$ cat config.mk
export PLATFORM = sky130hd
export DESIGN_NAME = mem_access_unit
export DESIGN_NICKNAME = d
export VERILOG_FILES = /design/src/rtl/mem_access_unit.sv
export SDC_FILE = /design/constraint.sdc
export NUM_CORES = 1
export LEC_CHECK = 0
export ABC_AREA = 0
export BUFFER_PORTS_ARGS = -buffer_cell sky130_fd_sc_hd__buf_2
export CORE_MARGIN = 1
export CORE_UTILIZATION = 30
export DETAILED_ROUTE_END_ITERATION = 16
export MAX_ROUTING_LAYER = met4
export PLACE_DENSITY = 0.64
export SETUP_SLACK_MARGIN = 0.3
export SYNTH_ARGS = -nofsm -noshare
export SYNTH_HDL_FRONTEND = slang
export SYNTH_SLANG_ARGS = --single-unit
$ cat constraint.sdc
create_clock -name Clk -period 3.3 [get_ports Clk]
set_input_delay 0.165 -clock Clk [delete_from_list [all_inputs] [get_ports Clk]]
set_output_delay 0.165 -clock Clk [all_outputs]
set_load 0.01 [all_outputs]
$ cat src/rtl/mem_access_unit.sv
// Initiator side of the word-addressed data-memory interface: turns byte-addressed
// byte/half/word loads and stores into word accesses, using read-modify-write for sub-word stores.
module mem_access_unit #(
    parameter int unsigned MEM_DEPTH = 64,
    parameter int unsigned IDX_W     = 6
) (
    input  logic        Clk,
    input  logic        reset,
    input  logic        req_valid,
    output logic        req_ready,
    input  logic        req_write,
    input  logic [1:0]  req_size,
    input  logic        req_unsigned,
    input  logic [31:0] req_addr,
    input  logic [31:0] req_wdata,
    output logic        rsp_valid,
    output logic [31:0] rsp_rdata,
    output logic        rsp_err,
    output logic        stall,
    output logic [31:0] mem_address,
    output logic [31:0] mem_writeData,
    output logic        mem_write,
    output logic        mem_read,
    input  logic [31:0] mem_readData
);

    localparam logic [1:0] SZ_BYTE = 2'b00;
    localparam logic [1:0] SZ_HALF = 2'b01;
    localparam logic [1:0] SZ_WORD = 2'b10;
    localparam logic [1:0] SZ_BAD  = 2'b11;

    typedef enum logic [1:0] {IDLE, READ, WRITE, DONE} state_t;

    state_t      state;
    logic [1:0]  a_lane;
    logic [1:0]  a_size;
    logic [15:0] a_wdata;
    logic        a_unsigned;
    logic        a_write;

    logic        req_err;
    logic [7:0]  lane_byte;
    logic [15:0] lane_half;
    logic [31:0] load_data;
    logic [31:0] merge_data;

    // Request legality: alignment, size encoding and word-index range
    always_comb begin
        req_err = 1'b0;
        if (req_size == SZ_BAD)                               req_err = 1'b1;
        if (req_size == SZ_HALF && req_addr[0])               req_err = 1'b1;
        if (req_size == SZ_WORD && req_addr[1:0] != 2'b00)    req_err = 1'b1;
        if (req_addr[31:2] >= 30'(MEM_DEPTH))                 req_err = 1'b1;
    end

    // Lane extraction for loads and lane merge for sub-word stores
    always_comb begin
        case (a_lane)
            2'd0:    lane_byte = mem_readData[7:0];
            2'd1:    lane_byte = mem_readData[15:8];
            2'd2:    lane_byte = mem_readData[23:16];
            default: lane_byte = mem_readData[31:24];
        endcase
        lane_half = a_lane[1] ? mem_readData[31:16] : mem_readData[15:0];

        case (a_size)
            SZ_BYTE: load_data = a_unsigned ? {24'b0, lane_byte} : {{24{lane_byte[7]}}, lane_byte};
            SZ_HALF: load_data = a_unsigned ? {16'b0, lane_half} : {{16{lane_half[15]}}, lane_half};
            default: load_data = mem_readData;
        endcase

        merge_data = mem_readData;
        if (a_size == SZ_BYTE) begin
            case (a_lane)
                2'd0:    merge_data[7:0]   = a_wdata[7:0];
                2'd1:    merge_data[15:8]  = a_wdata[7:0];
                2'd2:    merge_data[23:16] = a_wdata[7:0];
                default: merge_data[31:24] = a_wdata[7:0];
            endcase
        end else if (a_lane[1]) begin
            merge_data[31:16] = a_wdata;
        end else begin
            merge_data[15:0] = a_wdata;
        end
    end

    always_ff @(posedge Clk or posedge reset) begin
        if (reset) begin
            state         <= IDLE;
            a_lane        <= 2'b00;
            a_size        <= SZ_WORD;
            a_wdata       <= 16'h0;
            a_unsigned    <= 1'b0;
            a_write       <= 1'b0;
            req_ready     <= 1'b1;
            rsp_valid     <= 1'b0;
            rsp_rdata     <= 32'h0;
            rsp_err       <= 1'b0;
            stall         <= 1'b0;
            mem_address   <= 32'h0;
            mem_writeData <= 32'h0;
            mem_write     <= 1'b0;
            mem_read      <= 1'b0;
        end else begin
            case (state)
                IDLE: begin
                    if (req_valid) begin
                        a_lane     <= req_addr[1:0];
                        a_size     <= req_size;
                        a_wdata    <= req_wdata[15:0];
                        a_unsigned <= req_unsigned;
                        a_write    <= req_write;
                        req_ready  <= 1'b0;
                        stall      <= 1'b1;
                        if (req_err) begin
                            state     <= DONE;
                            rsp_valid <= 1'b1;
                            rsp_err   <= 1'b1;
                            rsp_rdata <= 32'h0;
                        end else begin
                            mem_address <= 32'(req_addr[IDX_W+1:2]);
                            if (req_write && req_size == SZ_WORD) begin
                                state         <= WRITE;
                                mem_write     <= 1'b1;
                                mem_writeData <= req_wdata;
                            end else begin
                                state    <= READ;
                                mem_read <= 1'b1;
                            end
                        end
                    end
                end
                READ: begin
                    mem_read <= 1'b0;
                    if (a_write) begin
                        state         <= WRITE;
                        mem_write     <= 1'b1;
                        mem_writeData <= merge_data;
                    end else begin
                        state     <= DONE;
                        rsp_valid <= 1'b1;
                        rsp_err   <= 1'b0;
                        rsp_rdata <= load_data;
                    end
                end
                WRITE: begin
                    state     <= DONE;
                    mem_write <= 1'b0;
                    rsp_valid <= 1'b1;
                    rsp_err   <= 1'b0;
                    rsp_rdata <= 32'h0;
                end
                default: begin
                    state     <= IDLE;
                    rsp_valid <= 1'b0;
                    rsp_err   <= 1'b0;
                    rsp_rdata <= 32'h0;
                    req_ready <= 1'b1;
                    stall     <= 1'b0;
                end
            endcase
        end
    end

endmodule

==> results of run 1 <==
[final cells by class]
cell class	count	area (µm²)
Clock inverter	6	88.8
Inverter	29	111
Fill cell	1882	11700
Timing Repair Buffer	186	963
Sequential cell	100	2500
Antenna cell	4	10.0
Multi-Input combinational cell	366	2820
Tap cell	234	293
Clock buffer	10	229
[worst paths after layout]
kind                                        startpoint  slack [ps]                      endpoint
min in group Clk                          req_unsigned          40        a_unsigned$_DFFE_PP0P_
worst max register to register    state[0]$_DFFE_PP0N_         720  mem_writeData[2]$_DFFE_PP0P_
worst min register to register  a_wdata[9]$_DFFE_PP0P_         490        a_wdata[9]$_DFFE_PP0P_
worst min-delay path                             reset          -8    mem_address[5]$_DFFE_PP0P_
max in group asynchronous                        reset        2590         req_ready$_DFFE_PP1P_
worst max-delay path              state[0]$_DFFE_PP0N_         720  mem_writeData[2]$_DFFE_PP0P_
[layout by cell type, fill, tap and decap left out, drive strengths merged, types with 6 or more instances in the layout]
cell,netlist,routed
nor4,6,6
clkbuf,25,10
inv,28,28
dfrtp,98,98
a21boi,6,6
conb,1,26
mux2,67,67
o221ai,14,14
o31a,8,8
mux2i,36,36
o22a,16,16
a21oi,27,27
nor2,27,27
nand2,53,53
buf,38,186
a22o,17,17
o21ai,19,19
[per-stage QoR]
| step | cell area [µm²] | util [%] |
|---|---|---|
| after floorplan | 5800 | - |
| after global placement | 6700 | 35.8 |
| after detailed placement | 6700 | 35.8 |
| after CTS | 7010 | 37.5 |
| after global routing | 7020 | 37.5 |
| final | 7020 | 37.5 |
[worst reg2reg max path: cells and delay by family, from the launching register on]
kind                     cells  cell delay (ps)
AO/OA/AOI/OAI                1              610
AND/OR/NAND/NOR              2              540
flip-flops                   1              420
multiplexers                 1              420
adder cells (fa/ha/maj)      1              380
buffers and inverters        1              100
[sequential cells by signal, indices dropped and copies added (netlist names), 2 cells and up]
name and count:
state 2, a_wdata 16, a_size 2, rsp_rdata 32, a_lane 2, mem_address 6, mem_writeData 32
[metal layers]
layer  part of all wire (%)  up-vias  global-route usage, %  routed length, µm
met1                     47     2083                   23.7               7770
li1                       -     2195                      -                  -
met4                    2.4        0                   6.94                402
met2                     46      142                   26.9               7670
met5                      0        -                      -                  0
met3                    5.1       26                   3.83                844
[cell families (layout without fill, tap and decap cells)]
group	count (synthesis)	count (layout)
flops	100	100
other cells	1	30
fa+ha+maj	4	4
simple gates	100	100
buf+inv	92	231
mux	104	104
compound gates	132	132
[where the power goes]
group	total, mW	switching (mW)	leakage (nW)	internal [mW]
registers	2.20	0.435	1.25	1.76
logic	3.46	1.81	2.19	1.65
clock network	1.15	0.485	0.149	0.665
total	6.81	2.73	3.59	4.08
==> metrics.md, run 1 <==
| Metric | Value |
|---|---|
| CTS buffer count | `9` |
| Post-synth ARST share | `100%` |
| Leakage dissipation | `3.59 nW` |
| Gate Count Post-Synth | `533` |
| Final setup viols | `0` |
| Final setup TNS | `0 ps` |
| Largest family of logic cells by synthesized area | `multiplexers` |
| Stages on worst setup path | `6` |
| Status | `finished with violations` |
| Tcrit/Tclk final | `78.2%` |
| Iter 0 DRT Violations | `213` |
| Min-delay worst type | `in -> async` |
| Simple-Gate Fraction of Synth Area | `7.81%` |
| Mux cell area share after synthesis | `21.8%` |
| CP max stage cell | `a221o_4` |
| Slew Limit Fails | `0` |
| Final hold viol count | `3` |
| CTS tree | `built` |
| Routability cong. | `0.831` |
| Minimum clock period | `2580 ps` |
| Synth warnings | `0` |
| Post_cts resized | `0` |
| Dpl cells | `915` |
| Max Fanout on Critical Path | `32` |
| Depth of the worst register-to-register path | `6` |
| Synthesized area | `0.00571 mm²` |
| Die ar. | `0.0196 mm²` |
| Clk pin slew, worst setup/hold paths | `70 ps` |
| Mean post-synth cell area | `10.7 µm²` |
| Row cnt | `50` |
| First-pass GRT wire length | `25.9 mm` |
| #FFs+latches synth | `100` |
| CP Class | `reg -> reg` |
| Synth area leaders | `dfrtp_1 (43%), mux2_4 (7.6%), mux2_2 (7.5%)` |
| Synth Area in Adders | `0.877%` |
| Fmax | `388 MHz` |
| Final wirelength | `16.7 mm` |
| Hpwl dp | `12.9 mm` |
| IO Count | `205` |
| Number of global-route vias before repair | `4558` |
| Clock latency on the worst-skew pair | `360 ps` |
| Worst Skew | `7.68 ps` |
| Register area share after synthesis | `43.9%` |
| Die Width | `140 µm` |
| Core area | `0.0187 mm²` |
| Slew headroom | `28.4%` |
| Post-route setup slack | `720 ps` |
| Post-synth EDFFs | `0` |
| H-tree levels | `3` |
| Total chip power | `6.81 mW` |
| Synth Area in Compound Gates | `17.2%` |
| Worst-path cell chain | `inv_1, ha_1, nand3_1, or3_4, a221o_4, mux2_4` |
| Pre-CTS WS | `731 ps` |
| Nets | `799` |
| Clk buf depth | `2` |
| GR Overflow Total | `0` |
| Max incr delay on CP | `610 ps` |
| Main synth FF type | `dfrtp_1` |
| Yosys cell types | `52` |
| Top-area cell type share of the netlist area | `43.0%` |
| Average wire per standard cell | `17.9 µm` |
| ANT nets after route | `0` |
| Maxcap violations | `0` |
| RSZ-0062 raised after global routing | `false` |
| Peak VDD IR | `0.356 mV` |
| # DRC | `0` |
| Synth area leader | `dfrtp_1` |
| Power per cell area | `970 mW/mm²` |
| CP required | `3540 ps` |
| Post-CTS setup buffer count | `0` |
| Worst path bufs/invs | `1` |
| Cell with the most instances after synthesis | `dfrtp_1` |
| Area delta synth->final | `23.1%` |
| Hold_buf cts | `0` |
| Via-to-Cell Ratio | `4.76` |
| DR pass1 iterations | `4` |
| Post-Layout Cell Count | `935` |
| Gr usage total | `17.9%` |
| Commonest cells post-synth | `dfrtp_1 (98), nand2_1 (53), mux2_2 (38)` |
| CP delay by family, top | `compound AO/OA/AOI/OAI gates` |
| Post-Synth XOR/XNOR Area | `0%` |
| CP startpoint kind | `register` |
| # port buffers | `178` |
| Initial antenna violation count | `3` |
| Worst Setup End Kind | `register` |
| Clk root buf | `clkbuf_16` |
| Die span in y | `140 µm` |
| Worst-Margin Slew | `1070 ps` |
| Starting density of the core | `30.5%` |
| Clk sink count | `100` |
| Failing checks | `negative hold slack` |
| Min Hold Slack | `-7.93 ps` |
| Pin count of the biggest net entering global routing | `68` |
| Via count | `4446` |
| CP arrival | `2820 ps` |
| Share of layout cells above drive strength 1 | `40.2%` |
(Power assumes the default switching activity.)
==> run 2: changes to the inputs <==
- ABC_AREA: 0 -> 1
- PLACE_DENSITY: 0.64 -> 0.63
- clock period: 3.3 -> 2.4 ns (I/O delays scaled with it)
==> run 2 against run 1 <==
Cell area rose by 15%. First-iteration DRC count rose by 110%. Non-clock buffer count rose by 34. Power rose by 50%. Critical endpoint is now mem_writeData[16]$_DFFE_PP0P_. The flow now finishes without violations. Largest cell class unchanged. Critical path type unchanged.
==> metrics.md, run 2 <==
| Metric | Value |
|---|---|
| Yosys cell types | `35` |
| Fill count | `2356` |
| Main synth FF type | `dfrtp_1` |
| Clk buf depth | `2` |
| Max incr delay on CP | `360 ps` |
| CP arrival | `2140 ps` |
| Worst Setup End Kind | `register` |
| CP max stage cell | `dfrtp_1` |
| CP required | `2660 ps` |
| Final setup TNS | `0 ps` |
| Iter 0 DRT Violations | `438` |
| Status | `completed` |
| Commonest cells after routing, fill and taps aside | `nand2_1 (441), buf_2 (178), nand3_1 (130)` |
| Register Area | `0.00250 mm²` |
| CP startpoint kind | `register` |
| Worst-Margin Slew | `559 ps` |
| Worst R2R End | `mem_writeData[16]$_DFFE_PP0P_` |
| Worst-path cell chain | `buf_4, buf_4, nand2_1, nand2_1, nand3_1, nand3_1, nand2_1, nand4_1, nand2_1` |
| First-pass GRT wire length | `33.8 mm` |
| Final wirelength | `21.3 mm` |
| Slew headroom | `62.6%` |
| Max Fanout on Critical Path | `30` |
| Crit path top cell by count | `nand2_1` |
| CP Class | `reg -> reg` |
| Via-to-Cell Ratio | `4.70` |
| Initial antenna violation count | `3` |
| Row cnt | `53` |
| Top-area cell type share of the netlist area | `37.9%` |
| Worst Skew | `15.3 ps` |
| Routability cong. | `0.921` |
| Post-synth EDFFs | `0` |
| Multi-input logic area | `0.00343 mm²` |
| Minimum clock period | `1890 ps` |
| IO Count | `205` |
| Peak VDD IR | `0.650 mV` |
| DR pass1 iterations | `5` |
| Post-CTS setup buffer count | `0` |
| # DRC | `0` |
| Clk pin slew, worst setup/hold paths | `70 ps` |
| Power per cell area | `1270 mW/mm²` |
| Most common cell after layout, fill and taps aside | `nand2_1` |
| Synthesized area | `0.00647 mm²` |
| CTS tree | `built` |
| Gr usage total | `20.1%` |
| Commonest cells post-synth | `nand2_1 (441), nand3_1 (130), dfrtp_1 (98)` |
| Maxcap violations | `0` |
| Cell with the most instances after synthesis | `nand2_1` |
| Fmax | `530 MHz` |
| Worst r2r src | `a_lane[1]$_DFFE_PP0P_` |
| Mean post-synth cell area | `6.72 µm²` |
| Worst R2R Setup Slack | `510 ps` |
| ANT nets after route | `0` |
| Tcrit/Tclk final | `78.7%` |
| Area delta synth->final | `24.3%` |
| Hpwl dp | `15.9 mm` |
| Die span in y | `149 µm` |
| Pin count of the biggest net entering global routing | `101` |
| Critical path startpoint | `a_lane[1]$_DFFE_PP0P_` |
| Final hold viol count | `0` |
| Top Registers | `mem_writeData x32, rsp_rdata x32, a_wdata x16` |
| Synth area leaders | `dfrtp_1 (38%), nand2_1 (26%), nand3_1 (10%)` |
| Gate Count Post-Synth | `963` |
| Starting density of the core | `30.7%` |
| Leakage dissipation | `4.39 nW` |
| CTS buffer count | `9` |
| #FFs+latches synth | `100` |
| Die ar. | `0.0222 mm²` |
| Depth of the worst register-to-register path | `9` |
| Post-synth ARST share | `100%` |
| Nets | `1241` |
| Worst setup path end | `mem_writeData[16]$_DFFE_PP0P_` |
| Clock latency on the worst-skew pair | `370 ps` |
| # port buffers | `178` |
| Slew Limit Fails | `0` |
| Number of global-route vias before repair | `6288` |
| Via count | `6662` |
| GR Overflow Total | `0` |
| RSZ-0062 raised after global routing | `true` |
| Synth warnings | `0` |
| Register area share after synthesis | `38.7%` |
| Average wire per standard cell | `15.0 µm` |
| Synth area leader | `dfrtp_1` |
| Total chip power | `10.2 mW` |
| Min-delay worst type | `in -> reg` |
| Share of layout cells above drive strength 1 | `21.6%` |
| Final setup viols | `0` |
| Core area | `0.0211 mm²` |
| H-tree levels | `3` |
| Die Width | `149 µm` |
| Clk root buf | `clkbuf_16` |
| Clk sink count | `100` |
## run 2: cell count changes after synthesis, sizes merged, moves of 30 or more
cell and change:
mux2 -67, o21ai +39, mux2i -36, nand3 +134, buf +30, nand2 +390
nand4 +33
## run 2: layout make-up
| type | instances | area share, % |
|---|---|---|
| Multi-Input combinational cell | 761 | 42.6 |
| Timing Repair Buffer | 220 | 16.2 |
| Antenna cell | 3 | 0.0933 |
| Inverter | 42 | 2.05 |
| Sequential cell | 100 | 31.1 |
| Clock buffer | 9 | 2.80 |
| Clock inverter | 7 | 0.824 |
| Tap cell | 275 | 4.28 |
## run 2: power by group
group / leakage, nW / internal [mW] / switching, mW
registers: 1.29 / 2.42 / 0.579
logic: 2.95 / 1.99 / 3.79
clock network: 0.144 / 0.732 / 0.739
total: 4.39 / 5.14 / 5.11
## run 2: cell families (layout without fill, tap and decap cells)
kind of cell | count (synthesis) | count (layout) | share of synthesized area [%]
DFF | 100 | 100 | 38.7
adders and majority gates | 4 | 4 | 0.773
and+or+nand+nor | 651 | 651 | 43.5
buffers and inverters | 127 | 278 | 10.0
other | 1 | 29 | 0.0579
AOI/OAI and AO/OA | 80 | 80 | 6.96
## run 2: how the worst min path moves through the flow
stage          slack (ps)                            end          from  depth (start not counted)
3_5_place_dp          320  mem_writeData[11]$_DFFE_PP0P_         reset                          3
2_1_floorplan         230         a_wdata[0]$_DFFE_PP0P_  req_wdata[0]                          2
4_1_cts                 2            a_write$_DFFE_PP0P_     req_write                          3
6_report               10          a_lane[1]$_DFFE_PP0P_   req_addr[1]                          3
5_1_grt                40          a_lane[1]$_DFFE_PP0P_   req_addr[1]                          3
3_3_place_gp          320  mem_writeData[28]$_DFFE_PP0P_         reset                          3
## run 2: layer usage
layer / GRT usage (%) / vias up / part of all wire (%)
met3: 3.30 / 19 / 5.9
met5: - / - / 0
li1: - / 3410 / -
met2: 31.6 / 227 / 46
met1: 26.7 / 3006 / 47
met4: 5.41 / 0 / 1.5
## run 2: timing repair
action | CTS | global route
hold buffers | 24 | 0
pin swaps | 0 | 0
endpoints found under the setup margin | 32 | 76
hold endpoints to repair | 121 | 0
resized for setup | 1 | 4
## run 2: per-stage QoR
| stage | area, µm² | worst slack (ps) | util, % | hold slack (ps) | std cells |
|---|---|---|---|---|---|
| after CTS | 8030 | 318 | 38.1 | 1.93 | 1414 |
| after floorplan | 6570 | 704 | - | 230 | 988 |
| after global routing | 8050 | 302 | 38.2 | 38.1 | 1417 |
| final | 8050 | 512 | 38.2 | 12.1 | 1417 |
| after global placement | 7490 | 336 | 35.5 | 316 | 1374 |
| after detailed placement | 7490 | 254 | 35.5 | 322 | 1374 |
## run 2: critical path, delay by kind of cell, from the launching register on
family / cells / cell delay (ps)
buf+inv: 2 / 610
flops: 1 / 360
simple gates: 7 / 800
